===== config.mk =====
export PLATFORM = sky130hd
export DESIGN_NAME = reg_scoreboard
export DESIGN_NICKNAME = d
export VERILOG_FILES = /design/src/rtl/reg_scoreboard.sv
export SDC_FILE = /design/constraint.sdc
export NUM_CORES = 1
export LEC_CHECK = 0
export ABC_AREA = 1
export CORE_UTILIZATION = 37
export CTS_CLUSTER_DIAMETER = 50
export CTS_CLUSTER_SIZE = 14
export DETAILED_ROUTE_END_ITERATION = 10
export HOLD_SLACK_MARGIN = 0.1
export PLACE_DENSITY_LB_ADDON = 0.25
export SYNTH_ARGS = -nofsm -noshare
export SYNTH_HDL_FRONTEND = slang
export SYNTH_SLANG_ARGS = --single-unit

===== constraint.sdc =====
create_clock -name clk -period 1.9 [get_ports clk]
set_input_delay 0.38 -clock clk [delete_from_list [all_inputs] [get_ports clk]]
set_output_delay 0.38 -clock clk [all_outputs]
set_load 0.02 [all_outputs]

===== src/rtl/reg_scoreboard.sv =====
// reg_scoreboard: RAW/WAW hazard scoreboard for the register file (ports: issue_*/src*/dst* decode in, wb_* writeback in, flush in; stall, issue_accept, pending, stall_cycles, deadlock out)
module reg_scoreboard #(
  parameter int NREG = 8,
  parameter int AW = 3,
  parameter int STALL_LIMIT = 64,
  parameter int CW = 16
) (
  input  logic            clk,
  input  logic            reset,
  input  logic            issue_valid,
  input  logic [AW-1:0]   src1_addr,
  input  logic            src1_used,
  input  logic [AW-1:0]   src2_addr,
  input  logic            src2_used,
  input  logic [AW-1:0]   dst_addr,
  input  logic            dst_wr,
  input  logic            wb_valid,
  input  logic [AW-1:0]   wb_addr,
  input  logic            flush,
  output logic            stall,
  output logic            issue_accept,
  output logic [NREG-1:0] pending,
  output logic [CW-1:0]   stall_cycles,
  output logic            deadlock
);
  localparam int RW = $clog2(STALL_LIMIT + 1);
  typedef enum logic [1:0] {RUN, STALL, FLUSH} state_t;
  state_t state, state_nx;
  logic [NREG-1:0] wb_dec, set_dec, busy;
  logic [RW-1:0] run_cnt;
  logic raw, waw, hazard;
  always_comb begin
    wb_dec = '0;
    if (wb_valid) wb_dec[wb_addr] = 1'b1;
    busy = pending & ~wb_dec;
    raw = (src1_used && busy[src1_addr]) || (src2_used && busy[src2_addr]);
    waw = dst_wr && busy[dst_addr];
    hazard = issue_valid && (raw || waw);
    stall = reset ? 1'b0 : (state == FLUSH) ? 1'b1 : hazard;
    issue_accept = !reset && issue_valid && !stall && state != FLUSH && !flush;
    state_nx = flush ? FLUSH : (state == FLUSH) ? RUN : hazard ? STALL : RUN;
    set_dec = '0;
    if (issue_accept && dst_wr) set_dec[dst_addr] = 1'b1;
  end
  always_ff @(posedge clk or posedge reset) begin
    if (reset) begin
      state <= RUN;
      pending <= '0;
      stall_cycles <= '0;
      run_cnt <= '0;
      deadlock <= 1'b0;
    end else begin
      state <= state_nx;
      pending <= flush ? '0 : busy | set_dec;
      if (stall && issue_valid && stall_cycles != '1) stall_cycles <= stall_cycles + 1'b1;
      run_cnt <= (state != STALL) ? '0 : (run_cnt == RW'(STALL_LIMIT)) ? run_cnt : run_cnt + 1'b1;
      deadlock <= !flush && (deadlock || (state == STALL && run_cnt >= RW'(STALL_LIMIT - 1)));
    end
  end
endmodule


==> impl_results.md <==
* Overflow after GRT at 0
* Non-Filler Instances at between 400 and 500
* Fraction of layout cells with a size suffix above 1 at 36.6%
* Core area at roughly 6000 µm²
* Clock power share at a little under a third
* DR iter-0 viols at about 130
* First-pass GRT wire length at approximately 11000 µm
* Post-Syn Area per Cell at around 7.4 µm²
* Final setup TNS at -0.255 ns
* CTS tree: yes
* Top cell by count, worst path: nand3_2
* Post-synthesis mux area share at 0%
* Tot GR Track Use at between 20 and 25%
* Initial cell density of the core at between 30 and 40%
* Pwr Total at roughly 2.1 mW
* Sequential share of power at between 30% and 40%
* Failing checks: negative setup slack
* Worst Max-Slew Pin Slew at about 0.44 ns
* Fmax at approximately 490 MHz
* Drt wl/cell at 13.7 µm
* Clk slew on worst S/H paths at 0.07 ns
* Comb power frac at a little under a third
* # DRC at 0
* Net Switching at around 0.69 mW
* Post-Place Worst Slack at -1.10 ns
* Top sig layer: met4
* DR vias/cell at between 5 and 6
* Final Hold Fails at 0
* CP required at between 1.5 and 2 ns
* Crit-path leading delay family: simple AND/OR/NAND/NOR gates
* Setup WS post-layout at -0.151 ns
* Max-slew violations at 0
* CTS Sinks at 34
* Post-Syn Instances at 309
* Critical path peak fanout at 4
* Max-Cap Viols at 0
* Placed Instances at 460
* P_int at between 1 and 1.5 mW
* Crit path launch type: input pin
* YS warnings at 0
* Routed Antenna Nets at 0
* Yosys reg bits at 34
* Hold Buf Count CTS at 0
* Fill count at between 500 and 600
* Drt first pass iters at 4
* Nets at around 440
* Xor/xnor share of the synthesized area at ~5.7%
* Ant. Diodes at 0
* Final period util at 108%
* Die Wd at between 80 and 90 µm
* Critical path's slowest cell: nor2_2
* Largest family of logic cells by synthesized area: simple AND/OR/NAND/NOR gates
* Crit Reg-Reg Endpoint: stall_cycles[9]$_DFFE_PP0P_
* Sw frac at 32.2%
* R2R Path Start: pending[3]$_DFF_PP0_
* Die area at 6530 µm²
* Area Overhead vs Synth at 55.9%
* DR vias at 2489
* RSZ-0062 raised after global routing: yes
* Hold_sp: dst_addr[2]
* Met2 WL at ~3400 µm
* Status: finished, violations left
* Max Clock Skew at 0.00788 ns
* Final GP Congestion at roughly 0.9
* WHS at 0.471 ns
* Max-slew headroom at about 71%
* Clk_lat worst skew at just under 0.3 ns
* DP HPWL at 4620 µm
* CP Cell Sequence: buf_8 -> inv_1 -> nor2_2 -> nand2_2 -> nand2_2 -> nand2_1 -> nand3_2 -> nand3_2 -> nand3_2 -> nand3_4 -> nand2_4 -> nand2_8 -> nand2_4 -> inv_2 -> buf_6
* H-tree level count at 2
* Metal-1 WL at 2790 µm
* Crit end category: output pin
* Kind of critical path: in -> out
* Netlist Area Pre-Place at ~2300 µm²
* Die height at 80.8 µm
* Final setup violation count at 2
* DR WL met3 at roughly 360 µm
* Number of library cell types mapped by synthesis at 30
* Max incr delay on CP at 0.15 ns
* CP Buf/Inv Count at 4
* # rows at 28
* Sequential share of the synthesized area at 37.0%
* Arr. time, crit path at around 1.7 ns
* Number of cells on the worst reg-to-reg path at 11
* Syn_nets at 332
* Clk root buf: clkbuf_8
* Synth Area in Adders at 1.63%
* Pwr dens at about 600 nW/µm²
* Compound-Gate Fraction of Synth Area at 3.86%
* Min cycle time layout at 2.05 ns
* Simple-gate portion of the synthesized area at 43.1%
* Total Wirelength at 6680 µm
* Clock Path Buffers at 2
* Antenna violations before repair at 0
* Vias in the first global route at 2456
* Cts bufs inserted at 5
* Lkg Pwr at roughly 1.7 nW
* Worst-case vdd ir drop at between 0.0003 and 0.0004 V
* Hold Path Depth at 4
* I/O pins at 47
* Largest net degree at the start of global routing at 35
* Worst hold endpoint: pending[2]$_DFF_PP0_
* Hold WC Path Type: in -> reg
* R2R setup slack at approximately 0.05 ns
* Port bufs at 46
-- registers in the layout (all words and copies together), names as in the netlist --
register,count
deadlock,1
state,2
stall_cycles,16
pending,8
run_cnt,7
-- power by group through the flow --
stage / Combinational [mW] / Clock (mW) / Sequential [mW]
finish: 0.654 / 0.674 / 0.820
global route: 0.703 / 0.725 / 0.825
CTS: 0.536 / 0.694 / 0.817
detailed placement: 0.503 / 0 / 0.828
global placement: 0.497 / 0 / 0.829
floorplan: 0.231 / 0 / 0.875
-- timing repair --
| action | CTS | global route |
|---|---|---|
| gates cloned | 1 | 0 |
| setup endpoints to repair | 26 | 19 |
| gates resized for setup | 71 | 45 |
| pin swaps | 13 | 20 |
| setup buffers | 10 | 10 |
-- worst register-to-register path: stages, from the launching register on --
cell	delay [ns]
dfrtp_1	0.41
nand2_2	0.08
buf_4	0.14
a21boi_2	0.14
nand3_2	0.12
nand3_4	0.13
nand2_4	0.08
nand2_8	0.06
buf_4	0.24
nand3_4	0.19
nand2_1	0.10
nand2_1	0.05
-- worst max-delay path by stage --
stage / from / to / cells after the start
after global routing: wb_valid / stall / 15
after global placement: wb_valid / stall / 15
final: wb_addr[1] / stall / 15
after CTS: pending[7]$_DFF_PP0_ / issue_accept / 8
after floorplan: wb_valid / stall / 14
after detailed placement: wb_addr[0] / issue_accept / 10
-- cell usage after synthesis --
master | instances | area [µm²]
nand2_1 | 73 | 274
or2_2 | 1 | 6.26
a21boi_0 | 1 | 7.51
inv_2 | 4 | 15.0
nor2_1 | 17 | 63.8
nand3_4 | 1 | 17.5
o21ai_2 | 1 | 8.76
buf_12 | 1 | 20.0
xnor2_1 | 5 | 43.8
nand3_2 | 1 | 10.0
a21oi_1 | 11 | 55.1
nor2_2 | 4 | 25.0
nand3_1 | 29 | 145
o21a_1 | 1 | 7.51
buf_4 | 1 | 7.51
buf_1 | 1 | 3.75
dfrtp_1 | 34 | 851
xor2_1 | 10 | 87.6
nand2_4 | 1 | 11.3
nor3_1 | 12 | 60.1
inv_1 | 38 | 143
nand2_8 | 1 | 20.0
ha_1 | 3 | 37.5
nand4_1 | 30 | 188
nor4_1 | 4 | 25.0
clkbuf_1 | 3 | 11.3
nor4_4 | 1 | 21.3
nand2_2 | 15 | 93.8
nor3_2 | 3 | 30.0
o21ai_0 | 2 | 10.0
-- routing by layer --
layer  vias to the layer above  track usage, %
met5                         -               0
met4                         0            8.21
met3                        21            4.72
met2                        89            38.3
met1                      1148            26.0
li1                       1231               -
-- per-stage QoR --
step	util (%)	cell area, µm²
6_report	60.2	3580
5_1_grt	60.2	3580
4_1_cts	56.5	3360
3_5_place_dp	52.1	3100
3_3_place_gp	52.1	3100
2_1_floorplan	-	2320
-- cells by family (layout without fill, tap and decap cells) --
group / count (synthesis) / in the layout
simple gates: 193 / 194
buf+inv: 48 / 151
flops: 34 / 34
compound gates: 16 / 16
xor+xnor: 15 / 15
fa+ha+maj: 3 / 3
-- layout by cell type, fill, tap and decap left out, types with 9 or more instances in the layout --
cell type	synthesis	layout
nand2_1	73	58
buf_4	1	56
inv_1	38	33
nand4_1	30	30
dfrtp_1	34	30
clkdlybuf4s50_1	0	30
nand2_2	15	24
nand3_1	29	19
nor2_1	17	15
nand3_2	1	10
xor2_1	10	10
a21oi_1	11	10
nor3_1	12	9
-- area by class of cell --
cell class                      count  area [µm²]  area share, %
Tap cell                           75        93.8           2.62
Multi-Input combinational cell    228        1490           41.5
Inverter                           42         163           4.54
Clock inverter                      3        45.0           1.26
Timing Repair Buffer              101         871           24.3
Clock buffer                        5        68.8           1.92
Sequential cell                    34         856           23.9
(Power assumes the default switching activity.)
